[config.mk]
export PLATFORM = sky130hd
export DESIGN_NAME = spi_txn_sequencer
export DESIGN_NICKNAME = d
export VERILOG_FILES = /design/src/rtl/spi_seq_pkg.sv /design/src/rtl/spi_cmd_fifo.sv /design/src/rtl/spi_txn_sequencer.sv
export SDC_FILE = /design/constraint.sdc
export NUM_CORES = 1
export LEC_CHECK = 0
export CORE_ASPECT_RATIO = 1.25
export CORE_MARGIN = 2
export CORE_UTILIZATION = 51
export CTS_BUF_LIST = sky130_fd_sc_hd__clkbuf_4 sky130_fd_sc_hd__clkbuf_8
export DETAILED_ROUTE_END_ITERATION = 16
export PLACE_DENSITY_LB_ADDON = 0.12
export SYNTH_ARGS = -nofsm -noshare
export SYNTH_HDL_FRONTEND = slang
export SYNTH_SLANG_ARGS = --single-unit
[constraint.sdc]
create_clock -name clk -period 2.1 [get_ports clk]
set_input_delay 0.525 -clock clk [delete_from_list [all_inputs] [get_ports clk]]
set_output_delay 0.525 -clock clk [all_outputs]
set_load 0.05 [all_outputs]
[src/rtl/spi_seq_pkg.sv]
// Shared codes, FSM state encoding and command record for the SPI transaction sequencer.
package spi_seq_pkg;

    localparam logic [1:0] CS_IDLE = 2'b00;
    localparam logic [1:0] CS_S1   = 2'b01;
    localparam logic [1:0] CS_S2   = 2'b10;
    localparam logic [1:0] CS_S3   = 2'b11;

    localparam logic [1:0] RW_NOP  = 2'b00;
    localparam logic [1:0] RW_WR   = 2'b01;
    localparam logic [1:0] RW_RD   = 2'b10;
    localparam logic [1:0] RW_WRRD = 2'b11;

    typedef enum logic [2:0] {
        ST_IDLE,
        ST_LOAD,
        ST_XFER,
        ST_CAPTURE,
        ST_RSP_WAIT,
        ST_DONE,
        ST_GAP
    } state_t;

    typedef struct packed {
        logic [1:0] cs;
        logic [1:0] rw;
        logic [1:0] mode;
        logic [7:0] wdata;
    } cmd_t;

endpackage

[src/rtl/spi_cmd_fifo.sv]
// Synchronous first-word-fall-through FIFO of cmd_t records; DEPTH must be a power of 2.
module spi_cmd_fifo
    import spi_seq_pkg::*;
#(
    parameter int DEPTH = 4
) (
    input  logic                     clk,
    input  logic                     reset,
    input  logic                     push,
    input  cmd_t                     wr_data,
    input  logic                     pop,
    output cmd_t                     rd_data,
    output logic                     full,
    output logic                     empty,
    output logic [$clog2(DEPTH):0]   level
);

    localparam int AW = $clog2(DEPTH);

    cmd_t           mem [DEPTH];
    logic [AW-1:0]  wr_ptr;
    logic [AW-1:0]  rd_ptr;
    logic           do_push;
    logic           do_pop;

    assign full    = (level == (AW+1)'(DEPTH));
    assign empty   = (level == '0);
    assign do_push = push && !full;
    assign do_pop  = pop && !empty;
    assign rd_data = mem[rd_ptr];

    always_ff @(posedge clk) begin
        if (reset) begin
            wr_ptr <= '0;
            rd_ptr <= '0;
            level  <= '0;
        end else begin
            if (do_push) wr_ptr <= wr_ptr + AW'(1);
            if (do_pop)  rd_ptr <= rd_ptr + AW'(1);
            case ({do_push, do_pop})
                2'b10:   level <= level + (AW+1)'(1);
                2'b01:   level <= level - (AW+1)'(1);
                default: level <= level;
            endcase
        end
    end

    // Storage carries no reset; only pointers and level define validity.
    always_ff @(posedge clk) begin
        if (do_push) mem[wr_ptr] <= wr_data;
    end

endmodule

[src/rtl/spi_txn_sequencer.sv]
// Buffers SPI byte commands and replays each as a paced CS/RW/MODE/data window, capturing read data.
// Optional SPI_SEQ_GAP_EN adds a GAP state holding CS idle for GAP_CYCLES between transfers.
module spi_txn_sequencer
    import spi_seq_pkg::*;
#(
    parameter int DEPTH       = 4,
    parameter int XFER_CYCLES = 32,
    parameter int GAP_CYCLES  = 2
) (
    input  logic                     clk,
    input  logic                     reset,
    input  logic                     cmd_valid,
    output logic                     cmd_ready,
    input  logic [1:0]               cmd_cs,
    input  logic [1:0]               cmd_rw,
    input  logic [1:0]               cmd_mode,
    input  logic [7:0]               cmd_wdata,
    output logic                     rsp_valid,
    input  logic                     rsp_ready,
    output logic [7:0]               rsp_rdata,
    output logic [1:0]               rsp_cs,
    output logic [7:0]               spi_data_in,
    input  logic [7:0]               spi_data_out,
    output logic [1:0]               spi_cs,
    output logic [1:0]               spi_rw,
    output logic [1:0]               spi_mode,
    output logic                     busy,
    output logic [$clog2(DEPTH):0]   fifo_level
);

    localparam int CNT_MAX = (XFER_CYCLES > GAP_CYCLES) ? XFER_CYCLES : GAP_CYCLES;
    localparam int CNT_W   = $clog2(CNT_MAX + 1);

    state_t            state;
    logic [CNT_W-1:0]  cnt;
    cmd_t              wr_cmd;
    cmd_t              head;
    logic              fifo_full;
    logic              fifo_empty;
    logic              pop;

    assign wr_cmd    = '{cs: cmd_cs, rw: cmd_rw, mode: cmd_mode, wdata: cmd_wdata};
    assign cmd_ready = !fifo_full;
    assign pop       = (state == ST_IDLE) && !fifo_empty;
    assign busy      = (state != ST_IDLE) || !fifo_empty;

    spi_cmd_fifo #(
        .DEPTH (DEPTH)
    ) u_fifo (
        .clk     (clk),
        .reset   (reset),
        .push    (cmd_valid),
        .wr_data (wr_cmd),
        .pop     (pop),
        .rd_data (head),
        .full    (fifo_full),
        .empty   (fifo_empty),
        .level   (fifo_level)
    );

    // The SPI word is registered on the pop edge so CS goes inactive only for DONE+IDLE
    // between back-to-back transfers; LOAD is the first cycle of the stable window.
    always_ff @(posedge clk) begin
        if (reset) begin
            state       <= ST_IDLE;
            cnt         <= '0;
            spi_cs      <= CS_IDLE;
            spi_rw      <= RW_NOP;
            spi_mode    <= 2'b00;
            spi_data_in <= 8'h00;
            rsp_valid   <= 1'b0;
            rsp_rdata   <= 8'h00;
            rsp_cs      <= CS_IDLE;
        end else begin
            case (state)
                ST_IDLE: begin
                    if (!fifo_empty && head.cs != CS_IDLE && head.rw != RW_NOP) begin
                        spi_cs      <= head.cs;
                        spi_rw      <= head.rw;
                        spi_mode    <= head.mode;
                        spi_data_in <= head.wdata;
                        state       <= ST_LOAD;
                    end
                end
                ST_LOAD: begin
                    cnt   <= '0;
                    state <= ST_XFER;
                end
                ST_XFER: begin
                    if (cnt == CNT_W'(XFER_CYCLES - 1)) begin
                        cnt   <= '0;
                        state <= ST_CAPTURE;
                    end else begin
                        cnt <= cnt + CNT_W'(1);
                    end
                end
                ST_CAPTURE: begin
                    spi_cs <= CS_IDLE;
                    spi_rw <= RW_NOP;
                    if (spi_rw[1]) begin
                        rsp_valid <= 1'b1;
                        rsp_rdata <= spi_data_out;
                        rsp_cs    <= spi_cs;
                        state     <= ST_RSP_WAIT;
                    end else begin
                        state <= ST_DONE;
                    end
                end
                ST_RSP_WAIT: begin
                    if (rsp_ready) begin
                        rsp_valid <= 1'b0;
                        state     <= ST_DONE;
                    end
                end
                ST_DONE: begin
`ifdef SPI_SEQ_GAP_EN
                    cnt   <= '0;
                    state <= ST_GAP;
`else
                    state <= ST_IDLE;
`endif
                end
`ifdef SPI_SEQ_GAP_EN
                ST_GAP: begin
                    if (cnt == CNT_W'(GAP_CYCLES - 1)) begin
                        cnt   <= '0;
                        state <= ST_IDLE;
                    end else begin
                        cnt <= cnt + CNT_W'(1);
                    end
                end
`endif
                default: state <= ST_IDLE;
            endcase
        end
    end

endmodule

### After elaboration in Yosys (flattened, before gate mapping)

Memories as Yosys holds them, arrays and structs flattened. A register that Yosys moved wholly into a read port is not among the register bits.
Index checks and enable logic that the tools add are counted.

| word-level totals | value |
|---|---|
| word-level logic and storage cells | 71 |
| latch bits | 0 |
| memories kept | 1 |
| flip-flop bits (word level) | 41 |
| output and inout bits | 30 |
| bits in read-only memories | 0 |
| bits in writable memories | 56 |

| cells by class | value |
|---|---|
| bitwise operators | 0 |
| muxes and demuxes | 19 |
| reduce and logical (&&, ||, !) cells | 22 |
| add/sub/neg operators | 5 |
| shift operators | 0 |
| eq/ne operators | 12 |
| $lt $le $gt $ge | 0 |
| divide/modulo/power cells | 0 |
| multiply operators | 0 |

Memories:

| memory | depth | bits a word | read ports | clocked after memory_dff | write ports | RTL line | source |
|---|---|---|---|---|---|---|---|
| u_fifo.mem | 4 | 14 | 1 | 1 | 1 | spi_cmd_fifo.sv:20 | `cmd_t mem [DEPTH];` |

Operators by type and width:

| cell | number |
|---|---|
| $pmux W3 S5 | 1 |
| $pmux W6 S2 | 1 |
| $reduce_bool A2 Y1 | 6 |
| $mux W3 | 3 |
| $mux W2 | 4 |
| $pmux W2 S2 | 2 |
| $add A6 B1 Y6 const B | 1 |
| $eq A3 B2 Y1 const B | 2 |
| $eq A3 B3 Y1 const B | 2 |
| $eq A6 B5 Y1 const B | 1 |
| $logic_not A3 Y1 | 2 |
| $mux W6 | 1 |
| $ne A2 B2 Y1 const B | 3 |
| $pmux W3 S2 | 1 |
| $reduce_and A2 Y1 | 3 |
| $reduce_and A3 Y1 | 2 |
| $logic_and A1 B1 Y1 | 5 |
| $mux W1 | 5 |
| $add A2 B1 Y2 const B | 2 |
| $add A3 B1 Y3 const B | 1 |
| $eq A3 B1 Y1 const B | 1 |
| $reduce_bool A3 Y1 | 1 |
| $sub A3 B1 Y3 const B | 1 |
| $eq A2 B1 Y1 const B | 1 |
| other kinds (5) | 6 |

### Logic depth before layout (Yosys ltp)

Gate-level depths: netlist of the first run.

| depth | value |
|---|---|
| depth after elaboration | 6 |
| mapped depth | 10 |
| depth with buffers taken out | 10 |

### Hierarchy

From an unflattened synthesis of the first run, not the netlist that was laid out.

| second synthesis, totals | value |
|---|---|
| cell total of the unflattened synthesis | 311 |
| area, all modules | 4058.9 µm² |

By module, submodules not included:

| module | area an instance (µm²) | seq. area each (µm²) | instances | cells each |
|---|---|---|---|---|
| spi_cmd_fifo | 2523.7 | 1861.8 | 1 | 127 |
| spi_txn_sequencer | 1535.2 | 680.7 | 1 | 184 |

### Worst setup path after synthesis of the first run

OpenSTA, ideal clock, no wires.

| path | value |
|---|---|
| kind | register to register |
| start | register u_fifo.level[2] |
| end | register u_fifo.level[2] |
| slack | -0.840 ns |
| stages on the path, launching flop included | 10 |
| period minus slack after synthesis | 2.940 ns |
| data arrival time | 2.870 ns |
| buffers on the path | 0 |
| path through | dfxtp_1 > nand3_1 > and2_1 > inv_1 > ha_1 > inv_1 > fa_1 > xor2_1 > or3_1 > a21oi_1 |

| on the way | value |
|---|---|
| elaborated cells on any way between the ends | 13 |
| those cells by class | add/sub (2); eq/ne (3); mux (1); reduce/logical (7) |

RTL lines:

| what | RTL line | source |
|---|---|---|
| from (decl) | spi_cmd_fifo.sv:15 | `output logic [$clog2(DEPTH):0] level` |
| from (signal assigned) | spi_cmd_fifo.sv:41 | `2'b10: level <= level + (AW+1)'(1);` |
| from (signal assigned) | spi_cmd_fifo.sv:42 | `2'b01: level <= level - (AW+1)'(1);` |
| from (signal assigned) | spi_cmd_fifo.sv:43 | `default: level <= level;` |
| $eq A3 B3 Y1 * | spi_cmd_fifo.sv:26 | `assign full = (level == (AW+1)'(DEPTH));` |
| $logic_not A1 Y1 * | - |  |
| net cmd_ready | spi_txn_sequencer.sv:13 | `output logic cmd_ready,` |
| $logic_and A1 B1 Y1 * | spi_cmd_fifo.sv:28 | `assign do_push = push && !full;` |
| $eq A2 B1 Y1 / $eq A2 B2 Y1 (equally long branches) | spi_cmd_fifo.sv:40 | `case ({do_push, do_pop})` |
| $pmux W3 S2 / $reduce_bool A2 Y1 (equally long branches) | - |  |

Mark *: on every way through the listed nets, which the timed path passes. The rest lies on a longest branch.
A chain may end at the register's enable or synchronous reset.

### Final worst setup path of the first run

| path | value |
|---|---|
| start | register spi_data_in[1] |
| end | output spi_data_in[1] |

RTL lines:

| what | RTL line | source |
|---|---|---|
| from (decl) | spi_txn_sequencer.sv:22 | `output logic [7:0] spi_data_in,` |
| from (signal assigned) | spi_txn_sequencer.sv:81 | `spi_data_in <= head.wdata;` |

No word-level cell between the ends.

==> results of run 1 <==
## repair_timing
action | 4_1_cts | 5_1_grt
buffers inserted | 1 | 0
hold buffers | 0 | 0
endpoints found under the setup margin | 16 | 9
gates resized for setup | 2 | 12
pin swaps | 1 | 1
## cells in the final DEF, fill, tap and decap left out, drive strengths merged, types with 5 or more instances in the layout
cell	Yosys	layout
nor2	26	26
buf	5	28
mux4	14	14
and3	7	7
nand3	6	6
clkbuf	8	9
o21ai	5	5
dlymetal6s2s	0	8
nand2	29	29
edfxtp	56	56
mux2i	14	14
a21oi	26	26
clkdlybuf4s50	0	42
ha	6	6
dfxtp	43	43
inv	7	11
## logic make-up (layout without fill, tap and decap cells)
group,count (synthesis),after routing,synth area share [%]
AOI/OAI and AO/OA,44,44,6.71
muxes,28,28,11.6
DFF,99,99,64.9
and+or+nand+nor,86,86,10.4
buffers and inverters,21,103,2.56
xor gates and xnor gates,6,6,1.34
adders and majority gates,7,7,2.43
## final timing paths
check / to / slack [ns] / from
max reg2reg: u_fifo.level[2] / 0.15 / state[0]
max: spi_data_in[1] / 0.06 / spi_data_in[1]
min: rsp_rdata[1] / 0.46 / rsp_rdata[1]
min reg2reg: rsp_rdata[1] / 0.46 / rsp_rdata[1]
## registers in the layout (all words and copies together), names as in the netlist, named ones only
signal and cells:
u_fifo.wr_ptr 2, spi_cs 2, u_fifo.level 3, u_fifo.mem 56, rsp_cs 2, u_fifo.rd_ptr 2
state 3, spi_data_in 8, rsp_rdata 8, cnt 6, rsp_valid 1, spi_mode 2
spi_rw 2
## final cells by class
class	count	area (µm²)
flip-flops and latches	99	2550
repair buffers	79	827
well taps	92	115
clock inverters	7	72.6
clock buffers	9	124
inverters	8	35.0
fillers	548	2350
multi-input cells	171	1320
## worst register-to-register path, stage by stage, from the launching register on
cell     delay (ns)
dfxtp_2        0.34
nor3_2         0.20
nor2b_4        0.22
ha_4           0.15
inv_1          0.05
fa_2           0.33
xor2_1         0.15
or3_1          0.30
a21oi_1        0.14
## power by group through the flow
stage | clock network (mW) | logic (mW) | registers (mW)
after floorplan | 0 | 1.37 | 2.96
final | 1.19 | 2.67 | 2.54
after global routing | 1.30 | 2.90 | 2.57
after global placement | 0 | 2.57 | 2.56
after CTS | 1.22 | 2.68 | 2.53
after detailed placement | 0 | 2.60 | 2.57
## through the flow
stage	instance area (µm²)	setup WS [ns]
CTS	5010	-0.00994
detailed placement	4790	-0.245
global placement	4790	-0.201
floorplan	3960	0.0233
finish	5050	0.0623
global route	5050	0.000758
## metal layers
layer	wire length (µm)	up-vias	global-route usage, %
li1	-	1220	-
met1	3130	1221	23.3
met2	3880	55	32.6
met3	295	12	3.71
met4	112	0	8.08
met5	0	-	0
==> results.md, run 1 <==
* Post-Layout Cell Count at about 470
* Clock buffer depth at 2
* Hold Fails Final Rpt at 0
* All-Layer GR Usage at 19.0%
* Routed WL at 7420 µm
* 1st-iter DRT viols at 59
* Later-pin clock latency in the skew report at 0.36 ns
* Relative slew slack at about two thirds
* P per Cell Area at between 1000 and 1500 nW/µm²
* Leakage power at between 1.5 and 2 nW
* CP Buf/Inv Count at 1
* Worst hold path class: flip-flop to flip-flop
* First-pass detailed-route iteration total at 4
* Final Skew at 0.0137 ns
* CTS Buf Count at 9
* CP peak stage delay at between 0.8 and 0.9 ns
* Initial antenna violation count at 0
* Grt total ovfl at 0
* Sequential share of power at 39.6%
* Max VDD drop at slightly below 0.8 mV
* Top post-synthesis cells by area: edfxtp_1 43%, dfxtp_1 22%, mux4_2 8.1%
* CP startpoint kind: flip-flop
* Die area at about 8400 µm²
* Period utilization at 97.0%
* Hold path cells at 2
* Yosys top cell area share at 43.0%
* Unrepaired setup endpoints after global routing: false
* Critical Path End Type: output port
* Critical path type: flip-flop to output port
* Internal power at 4.01 mW
* Starting density of the core at a little over half
* Worst EP arrival at between 1.5 and 2 ns
* Synthesis-stage register bit count at 99
* Cell variety after synth at 39
* # port buffers at 55
* Final ANT Viol Nets at 0
* Num rows at 35
* Worst-path clk slew at approximately 0.1 ns
* Via/cell ratio at roughly 5.4
* Instance count on the critical path at 1
* Status: complete, no violations
* Synth warn at 0
* Mapped cell area at between 3000 and 4000 µm²
* Top cells by count, synth: 56 x edfxtp_1, 43 x dfxtp_1, 29 x nand2_1
* CTS root buf: clkbuf_8
* Utilization of the core after routing at roughly two thirds
* Number of global-route vias before repair at about 2400
* CP Max Fanout at 2
* Critical Path RT at 1.57 ns
* Via Count at about 2500
* Routability cong. at between 0.7 and 0.8
* Residual DRC count at 0
* Tmin final at between 2 and 2.5 ns
* CTS Sinks at 99
* Worst-margin pin slew at ~0.52 ns
* Worst path slowest cell: clkdlybuf4s50_1
* Setup TNS Final at 0 ns
* DR WL/cell at around 16 µm
* Die Height at roughly 100 µm
* Fin. max-slew vios at 0
* # nets final at 401
* Global-route wire length before repair at between 10000 and 15000 µm
* IO Pins at between 50 and 60
* Top Family by Delay on Critical Path: buffers and inverters
* Core Area at between 7000 and 8000 µm²
* Post-synth EDFFs at between 50 and 60
* Sequential area share after synthesis at roughly two thirds
* Fmax at a little under 500 MHz
* Post-synthesis net count at approximately 320
* Critical path, cell by cell: clkdlybuf4s50_1
* Final setup vio count at 0
* R2R cell count at 8
* Largest net degree at the start of global routing at 43
* P&R area growth vs syn at 29.0%
* Net Sw Power at approximately 2.4 mW
* Fraction of registers with async set/reset at 0%
* H-tree depth at 3
* Clock Power Share at 18.6%
* Hold slack final at 0.458 ns
* Yosys top cell by area: edfxtp_1
* Width of the chip at a little over 80 µm
* TritonCTS clock tree: done
* Layout cells sized above 1 at about a fifth
* PnR Total Power at 6.40 mW
* Detailed placement HPWL at about 4900 µm
* Top_reg_cell synth: edfxtp_1
* Max-cap viol count at 0
* Syn Inst Count at ~290
* Inst Count DP at roughly 450
* Logic pwr share at a little over two fifths
* Count leader, synth: edfxtp_1
* Syn avg cell area at roughly 13 µm²
* Diode count at 0
* Fraction of power spent switching nets at 37.3%
No activity file was read; power rests on OpenSTA's default activity.
==> inputs of run 2 (changes only) <==
- CORE_UTILIZATION: 51 -> 50
- SKIP_CTS_REPAIR_TIMING: default -> 1
==> run 2 against run 1 <==
Sequential cell count unchanged. Sequential power about the same. Power up 0.54%. Sequential share of layout area down 0.59 points. First-iteration DRC count up 37%. Wire length up 0.90%. Die area up 1.9%. Register-to-register slack worse by 0.05 ns. Core utilization down 1.9 points. Non-clock buffer count up 6. Highest routed layer unchanged. Clock power about the same. Worst hold slack better by 0.0053 ns. Largest power group unchanged.
==> results.md, run 2 (synthesized netlist as in run 1, its figures left out) <==
* CTS root buf: clkbuf_8
* Relative slew slack at 62.0%
* Core Area at between 7000 and 8000 µm²
* Period utilization at 97.1%
* IO Pins at 56
* Fraction of power spent switching nets at a little under two fifths
* P&R area growth vs syn at 30.4%
* # nets final at 407
* Multi-input gate area at between 1000 and 1500 µm²
* PnR Total Power at approximately 6.4 mW
* Die area at about 8600 µm²
* Unrepaired setup endpoints after global routing: false
* Status: complete, no violations
* CP Max Fanout at 2
* Layout filler cell count at a little under 600
* Starting density of the core at ~50%
* Critical path type: flip-flop to output port
* Worst path slowest cell: clkdlybuf4s50_1
* Grt total ovfl at 0
* TritonCTS clock tree: done
* DR WL/cell at about 16 µm
* Final ANT Viol Nets at 0
* CTS Buf Count at 9
* Met1 WL at between 3000 and 4000 µm
* WL met2 at between 3000 and 4000 µm
* Critical Path RT at between 1.5 and 2 ns
* Clock Power Share at between 10% and 20%
* Most frequent cells in the layout: 56 x edfxtp_1, 42 x clkdlybuf4s50_1, 40 x dfxtp_1
* Fmax at around 490 MHz
* Final setup vio count at 0
* P per Cell Area at 1260 nW/µm²
* Hold Fails Final Rpt at 0
* Routability cong. at 0.806
* First-pass detailed-route iteration total at 4
* Largest regs: u_fifo.mem: 56 flops, rsp_rdata: 8 flops, spi_data_in: 8 flops
* Worst Setup SP: spi_data_in[6]
* Later-pin clock latency in the skew report at 0.36 ns
* Worst-path clk slew at between 0.1 and 0.15 ns
* Sequential share of power at approximately two fifths
* Register area at 2550 µm²
* Top Family by Delay on Critical Path: buffers and inverters
* Critical path, cell by cell: clkdlybuf4s50_1
* CP peak stage delay at 0.81 ns
* Initial antenna violation count at 0
* Detailed placement HPWL at between 5000 and 6000 µm
* Logic pwr share at 42.0%
* Fin. max-slew vios at 0
* Largest net degree at the start of global routing at 20
* Routed WL at about 7500 µm
* WL met3 at between 200 and 300 µm
* Residual DRC count at 0
* Inst Count DP at around 460
* Leakage power at approximately 1.9 nW
* Worst-margin pin slew at between 0.5 and 0.6 ns
* Internal power at 4.06 mW
* All-Layer GR Usage at between 10% and 20%
* Max-cap viol count at 0
* Tmin final at between 2 and 2.5 ns
* Worst EP arrival at around 1.5 ns
* Number of global-route vias before repair at about 2500
* # port buffers at 55
* Max VDD drop at 0.863 mV
* CTS Sinks at roughly 100
* Worst hold path class: flip-flop to flip-flop
* Global-route wire length before repair at 12100 µm
* Biggest register: u_fifo.mem
* Reg-to-Reg Start: state[2]
* CP startpoint kind: flip-flop
* Critical Path End Type: output port
* Via/cell ratio at between 5 and 6
* Clock buffer depth at 2
* Post-Layout Cell Count at between 400 and 500
* Diode count at 0
* Num rows at 36
* Width of the chip at just over 80 µm
* Net Sw Power at between 2 and 2.5 mW
* 1st-iter DRT viols at between 80 and 90
* H-tree depth at 3
* Die Height at around 100 µm
* Max layer used: met4
* Via Count at around 2500
* Layout cells sized above 1 at 20.3%
* Max reg flops at 56
* HP Start: rsp_cs[0]
* Commonest non-fill, non-tap cell in the layout: edfxtp_1
* CP Buf/Inv Count at 1
* Final Skew at ~0.013 ns
run 2: path summary, 6_finish.rpt:
| check | endpoint | slack, ns | cells past startpoint |
|---|---|---|---|
| max | spi_data_in[6] | 0.06 | 1 |
| min | rsp_cs[0] | 0.46 | 2 |
| max reg2reg | u_fifo.level[2] | 0.10 | 9 |
| min reg2reg | rsp_cs[0] | 0.46 | 2 |
run 2: area by class of cell:
class | instances | area share (%)
repair buffers | 85 | 17.4
clock inverters | 6 | 1.27
inverters | 8 | 0.686
multi-input cells | 171 | 25.6
flip-flops and latches | 99 | 50.0
clock buffers | 10 | 2.70
well taps | 95 | 2.33
run 2: per-layer routing:
metal	up-vias	GRT usage [%]
met4	0	7.94
met2	56	32.0
li1	1240	-
met5	-	0
met1	1205	22.6
met3	10	3.12
run 2: power by group through the flow:
stage	clock network, mW	registers (mW)	logic [mW]
floorplan	0	2.96	1.37
global placement	0	2.56	2.59
detailed placement	0	2.57	2.63
CTS	1.25	2.53	2.64
global route	1.32	2.57	2.92
finish	1.20	2.53	2.70
run 2: per-stage QoR:
stage | hold WS, ns | area (µm²) | setup WS [ns] | setup TNS, ns | utilization, %
after floorplan | 0.469 | 3960 | 0.0233 | 0 | -
after global placement | 0.442 | 4850 | -0.198 | -2.75 | 62.9
after detailed placement | 0.447 | 4850 | -0.254 | -3.43 | 62.9
after CTS | 0.461 | 5050 | -0.261 | -3.33 | 65.6
after global routing | 0.481 | 5110 | 0.0000698 | 0 | 66.3
final | 0.463 | 5110 | 0.0602 | 0 | 66.3
